### config.mk
export PLATFORM = sky130hd
export DESIGN_NAME = rca32_flat
export DESIGN_NICKNAME = d
export VERILOG_FILES = /design/src/rtl/rca32_if.sv /design/src/rtl/rca32.sv /design/src/flat_wrapper.sv
export SDC_FILE = /design/constraint.sdc
export NUM_CORES = 1
export LEC_CHECK = 0
export ABC_AREA = 1
export CAP_MARGIN = 20
export CORE_MARGIN = 2
export CORE_UTILIZATION = 33
export DETAILED_ROUTE_END_ITERATION = 6
export PLACE_DENSITY = 0.75
export SLEW_MARGIN = 20
export SYNTH_ARGS = -nofsm -noshare
export SYNTH_HDL_FRONTEND = slang
export SYNTH_SLANG_ARGS = --single-unit
### constraint.sdc
create_clock -name clk -period 15.2 [get_ports clk]
set_clock_uncertainty 0.2 [all_clocks]
set_input_delay 3.8 -clock clk [delete_from_list [all_inputs] [get_ports clk]]
set_output_delay 3.8 -clock clk [all_outputs]
set_load 0.02 [all_outputs]
### src/rtl/rca32_if.sv
// rtl/rca32_if.sv - operand/result bundle for the registered ripple-carry adder
interface rca32_if #(
    parameter int WIDTH = 32
);
    logic [WIDTH-1:0] a;
    logic [WIDTH-1:0] b;
    logic             Cin;
    logic [WIDTH-1:0] sum;
    logic             Cout;
    logic             of;

    modport master (
        output a,
        output b,
        output Cin,
        input  sum,
        input  Cout,
        input  of
    );

    modport slave (
        input  a,
        input  b,
        input  Cin,
        output sum,
        output Cout,
        output of
    );
endinterface

### src/rtl/rca32.sv
// rtl/rca32.sv - WIDTH-bit ripple-carry adder with registered sum, carry-out and signed overflow
module rca32 #(
    parameter int WIDTH = 32
) (
    input  logic        clk,
    input  logic        rst,
    rca32_if.slave      bus
);
    logic [WIDTH:0]   carry;
    logic [WIDTH-1:0] sum_d;
    logic             cout_d;
    logic             of_d;

    logic [WIDTH-1:0] sum_q;
    logic             cout_q;
    logic             of_q;

    // One full-adder cell per bit; carry[i] feeds cell i, carry[i+1] is its carry-out.
    always_comb begin
        carry    = '0;
        sum_d    = '0;
        carry[0] = bus.Cin;
        for (int i = 0; i < WIDTH; i++) begin
            sum_d[i]     = bus.a[i] ^ bus.b[i] ^ carry[i];
            carry[i + 1] = (bus.a[i] & bus.b[i])
                         | (bus.a[i] & carry[i])
                         | (bus.b[i] & carry[i]);
        end
        cout_d = carry[WIDTH];
        of_d   = carry[WIDTH] ^ carry[WIDTH - 1];
    end

    always_ff @(posedge clk) begin
        if (rst) begin
            sum_q  <= '0;
            cout_q <= 1'b0;
            of_q   <= 1'b0;
        end else begin
            sum_q  <= sum_d;
            cout_q <= cout_d;
            of_q   <= of_d;
        end
    end

    assign bus.sum  = sum_q;
    assign bus.Cout = cout_q;
    assign bus.of   = of_q;
endmodule

### src/flat_wrapper.sv
// flat-port wrapper written by rule: the top's interface ports become plain ports
module rca32_flat 
#(
    parameter int WIDTH = 32
)
  (clk, rst, bus_a, bus_b, bus_Cin, bus_sum, bus_Cout, bus_of);
  rca32_if #(.WIDTH(WIDTH)) bus_i ();
  input  logic clk;
  input  logic rst;
  input wire logic [$bits(bus_i.a)-1:0] bus_a;
  input wire logic [$bits(bus_i.b)-1:0] bus_b;
  input wire logic [$bits(bus_i.Cin)-1:0] bus_Cin;
  output wire logic [$bits(bus_i.sum)-1:0] bus_sum;
  output wire logic [$bits(bus_i.Cout)-1:0] bus_Cout;
  output wire logic [$bits(bus_i.of)-1:0] bus_of;
  assign bus_i.a = bus_a;
  assign bus_i.b = bus_b;
  assign bus_i.Cin = bus_Cin;
  assign bus_sum = bus_i.sum;
  assign bus_Cout = bus_i.Cout;
  assign bus_of = bus_i.of;
  rca32 #(.WIDTH(WIDTH)) u_core (.clk(clk), .rst(rst), .bus(bus_i));
endmodule
==> flow_summary.ini, run 1 <==
[power_and_ir_drop]
vdd_ir_drop_max_mv = 0.0337
p_seq_frac = 0.405
combPwrFrac = 0.362
p_total_mw = 0.255
switching_share = 0.286
p_int_mw = 0.182
clockPowerShare = 0.234
p_per_area_nw_per_um2 = 89.1
p_leak_nw = 1.20
switchingPower_mw = 0.0730

[route]
drtAntennaViolNets = 0
drc_errors = 0
wirelength_um = 3390
wire_per_inst_um = 10.7
dr.pass1.iters = 4
vias = 1236
drtIter0Drc = 12
vias_per_cell = 3.90

[grt]
antenna_found_initial = 0
grt_max_degree = 35
grt_pass1_vias = 1327
track_usage = 0.135
grt_pass1_wl_um = 5500
grt_overflow = 0

[floorplan]
die_h_um = 74.8
initial_core_util = 0.345
fp.dieW_um = 74.8
dieArea_um2 = 5590
coreArea_um2 = 4790
rows = 25
ios = 101

[cts]
cts_buffers = 5
cts_hold_buf = 0
cts_num_sinks = 34
clockBufferDepth = 2
cts_tree = done
root_buffer = clkbuf_8
cts_htree_levels = 2
clkTransAtPathRegs_ns = 0.06

[timing]
drv_slew = 0
setup_violations = 1
layout_min_cycle_time_ns = 15.21
hold_viol = 0
max_slew.worst_pin.slew_ns = 0.360
max_freq_mhz = 65.7
relSlewSlack = 0.760
rsz0062_at_grt = yes
fin_crit_sh = 1.00
fin_hold_ws_ns = 3.74
finalWorstSetupSlack_ns = -0.0107

[worst_hold_path]
hold_end = u_core.bus.sum[0]
min_from = bus_b[0]
hold_class = primary input to flip-flop
hold_depth = 4

[finish]
synthToLayoutAreaGrowth_pct = 73.3
nFillCells = 420
seq_area_um2 = 681
antenna-diode-count = 0
multi_input_comb_area_um2 = 865
layout.cells.non_filler = 317
final_area_um2 = 2860
drive_gt1_frac = 0.196
layout.nets = 349
final_util = 0.598

[status]
status = finished, violations left
violations = negative setup slack

[logic_synthesis]
ys_ff_latch = 34
synthDistinctLibCells = 7
yosys-top-cells-area = dfxtp_1, fa_1, inv_1
ys_warn_count = 0
synth.top_cell.area_share = 0.412
synthCells = 145
yosysSeqAreaShare = 0.412
syn_area_um2 = 1650
avgSynthCellArea_um2 = 11.4
synthesis.nets = 244
synth.largest_area_cell = dfxtp_1

[setup_path]
cp_max_fo = 2
slowest_stage = fa_2
max_stage_delay_ns = 0.43
critPathKind = primary input to flip-flop
worstSetupStartpointType = primary input
path_buf_inv = 4
cp_top_family = adder cells
critPathRequiredTime_ns = 15.21
end_kind = flip-flop
critPathArrivalTime_ns = 15.22
cp_common_cell = fa_2

[placed_design]
placedCellCount = 309
port_buffers = 100
post-dp-hpwl_um = 2800
place.gp.congestion = 0.670
dpl-instance-area_um2 = 2770

[flow_run]
cap_violations = 0
## routing by layer
layer | routed length (um) | track usage | up-vias
li1 | - | - | 601
met1 | 1020 | 0.125 | 561
met3 | 357 | 0.0428 | 9
met5 | 0 | 0 | -
met2 | 1910 | 0.256 | 65
met4 | 95 | 0.0813 | 0
## cell usage after synthesis (all sizes together)
cell type and number:
dfxtp 34, fa 32, nand2 2, nor2 35, buf 4, inv 38
## what timing repair did
| item | 4_1_cts | 5_1_grt |
|---|---|---|
| pin swaps | 4 | 5 |
| endpoints found under the setup margin | 4 | 4 |
| resized for setup | 25 | 1 |
| setup buffers | 1 | 0 |
| gates cloned | 0 | 0 |
## tightest hold or removal path: stages
cell and delay [ns]:
buf_6 0.10, inv_4 0.04, fa_2 0.19, nor2_1 0.04
## registers in the layout, indices dropped and copies added (netlist names)
name / count
u_core.bus.of: 1
u_core.bus.sum: 32
u_core.bus.Cout: 1
## layout by cell type (no fill, tap or decap)
cell type / instances
buf_2: 1
buf_4: 2
buf_6: 2
clkbuf_1: 2
clkbuf_8: 5
clkdlybuf4s50_1: 95
dfxtp_1: 34
dlygate4sd2_1: 2
fa_2: 32
inv_1: 33
inv_2: 3
inv_4: 2
nand2_1: 2
nor2_1: 33
nor2_2: 2
## per-stage QoR
stage                     setup TNS, ns  setup slack, ns
after floorplan                       0           0.0217
after global placement            -2.00           -0.668
after detailed placement          -2.64           -0.809
after CTS                       -0.0782          -0.0782
after global routing             -0.518           -0.274
final                           -0.0107          -0.0107
## kinds of logic (layout without fill, tap and decap cells)
logic type / after synthesis / in the layout / synth area share
buffers and inverters: 42 / 147 / 0.114
AND/OR/NAND/NOR: 37 / 37 / 0.0871
flip-flops: 34 / 34 / 0.412
adder cells (fa/ha/maj): 32 / 32 / 0.388
## power groups by stage
stage	Sequential (mW)	Combinational, mW	Clock (mW)
floorplan	0.121	0.0282	0
global placement	0.105	0.0903	0
detailed placement	0.105	0.0924	0
CTS	0.104	0.0935	0.0622
global route	0.105	0.104	0.0659
finish	0.103	0.0923	0.0596
## worst max path at each step
stage | end | cells after the start | slack (ns) | startpoint
floorplan | u_core.bus.sum[31] | 36 | 0.02 | bus_Cin
global placement | u_core.bus.sum[31] | 37 | -0.67 | bus_Cin
detailed placement | u_core.bus.sum[31] | 37 | -0.81 | bus_Cin
finish | u_core.bus.sum[31] | 37 | -0.01 | bus_Cin
global route | u_core.bus.sum[31] | 37 | -0.27 | bus_Cin
CTS | u_core.bus.sum[31] | 37 | -0.08 | bus_Cin
## final cells by class
type	instances	share of cell area
tap	67	0.0293
timing repair buffer	102	0.353
clock buffer	7	0.0266
multi-input combinational	69	0.302
sequential	34	0.238
inverter	38	0.0516
Power figures use the tool's default switching activity.
==> run 2: changes to the inputs <==
--- a/config.mk
+++ b/config.mk
@@ -7,8 +7,8 @@
 export LEC_CHECK = 0
 export ABC_AREA = 1
 export CAP_MARGIN = 20
-export CORE_MARGIN = 2
 export CORE_UTILIZATION = 33
+export CTS_CLUSTER_DIAMETER = 50
 export DETAILED_ROUTE_END_ITERATION = 6
 export PLACE_DENSITY = 0.75
 export SLEW_MARGIN = 20
==> run 2 against run 1 <==
The run now ends clean. Cell area is 0.39% higher. Die area is 5.3% lower. Clock power is 2% lower. Sequential cell count stayed put. Wire length is 9.9% lower. Critical path type unchanged. Critical endpoint unchanged. Largest cell class unchanged. Highest routed layer unchanged.
==> flow_summary.ini, run 2 (synthesis gave the netlist of run 1 again) <==
[cts]
cts_hold_buf = 0
clkTransAtPathRegs_ns = 0.06
clockBufferDepth = 2
root_buffer = clkbuf_8
cts_num_sinks = 34
cts_tree = done
cts_buffers = 5
cts_htree_levels = 2

[power_and_ir_drop]
p_per_area_nw_per_um2 = 88.2
vdd_ir_drop_max_mv = 0.0328
p_leak_nw = 1.21

[floorplan]
rows = 25
coreArea_um2 = 4790
ios = 101
dieArea_um2 = 5300
initial_core_util = 0.345
fp.dieW_um = 72.8
die_h_um = 72.8

[setup_path]
end_kind = flip-flop
cp_top_family = adder cells
critPathRequiredTime_ns = 15.21
cp_max_fo = 2
max_stage_delay_ns = 0.42
slowest_stage = fa_2
worstSetupStartpointType = primary input
path_buf_inv = 4
critPathKind = primary input to flip-flop
critPathArrivalTime_ns = 15.18
cp_common_cell = fa_2

[finish]
seq_area_um2 = 681
layout.nets = 350
largest_reg_flops = 32
nFillCells = 424
antenna-diode-count = 0
final_util = 0.601
layout_commonest_cell = clkdlybuf4s50_1
layout.cells.non_filler = 318
final_cell_mix = clkdlybuf4s50_1, dfxtp_1, inv_1, nor2_1, fa_2
final_area_um2 = 2880
multi_input_comb_area_um2 = 865
drive_gt1_frac = 0.199
synthToLayoutAreaGrowth_pct = 74.0

[route]
wire_per_inst_um = 9.60
drtAntennaViolNets = 0
dr.pass1.iters = 4
vias = 1223
drtIter0Drc = 28
wirelength_um = 3050
vias_per_cell = 3.85
drc_errors = 0

[flow_run]
cap_violations = 0

[status]
status = finished, final reports clean

[placed_design]
post-dp-hpwl_um = 2670
port_buffers = 100
dpl-instance-area_um2 = 2770
place.gp.congestion = 0.661
placedCellCount = 309

[timing]
fin_hold_ws_ns = 3.73
fin_crit_sh = 0.998
hold_viol = 0
relSlewSlack = 0.775
drv_slew = 0
max_slew.worst_pin.slew_ns = 0.337
setup_violations = 0
max_freq_mhz = 65.9
rsz0062_at_grt = yes
layout_min_cycle_time_ns = 15.16

[worst_hold_path]
hold_class = primary input to flip-flop

[grt]
antenna_found_initial = 0
grt_overflow = 0
grt_pass1_vias = 1234
grt_max_degree = 35
grt_pass1_wl_um = 5060
track_usage = 0.132
==> run 2: layer usage <==
| metal | track usage | wire length [um] | up-vias |
|---|---|---|---|
| met5 | 0 | 0 | - |
| met4 | 0.0588 | 57 | 0 |
| met3 | 0.0622 | 340 | 5 |
| met2 | 0.243 | 1740 | 61 |
| met1 | 0.123 | 914 | 553 |
| li1 | - | - | 604 |
==> run 2: final timing paths <==
path | startpoint | end | cells after the start
hold / removal | bus_a[0] | u_core.bus.sum[0] | 4
setup / recovery | bus_Cin | u_core.bus.sum[31] | 37
==> run 2: timing repair <==
| item | 4_1_cts | 5_1_grt |
|---|---|---|
| setup endpoints to repair | 4 | 3 |
| pin swaps | 1 | 0 |
| buffers inserted | 1 | 1 |
| resized for setup | 26 | 0 |
==> run 2: power by group <==
| part | switching (mW) | leakage (nW) | total, mW | internal [mW] |
|---|---|---|---|---|
| registers | 0.00256 | 0.283 | 0.103 | 0.101 |
| clock network | 0.0268 | 0.0383 | 0.0582 | 0.0314 |
| logic | 0.0418 | 0.885 | 0.0920 | 0.0503 |
==> run 2: cell type report <==
class	count	area share
timing repair buffer	103	0.356
multi-input combinational	69	0.301
sequential	34	0.237
inverter	38	0.0505
tap	67	0.0292
clock buffer	7	0.0265
==> run 2: stage by stage <==
step | TNS, ns | worst slack (ns) | power [mW]
finish | 0 | 0.0359 | 0.254
global route | -0.413 | -0.247 | 0.273
CTS | -0.00290 | -0.00290 | 0.258
detailed placement | -2.50 | -0.774 | 0.198
global placement | -2.10 | -0.702 | 0.196
floorplan | 0 | 0.0217 | 0.149
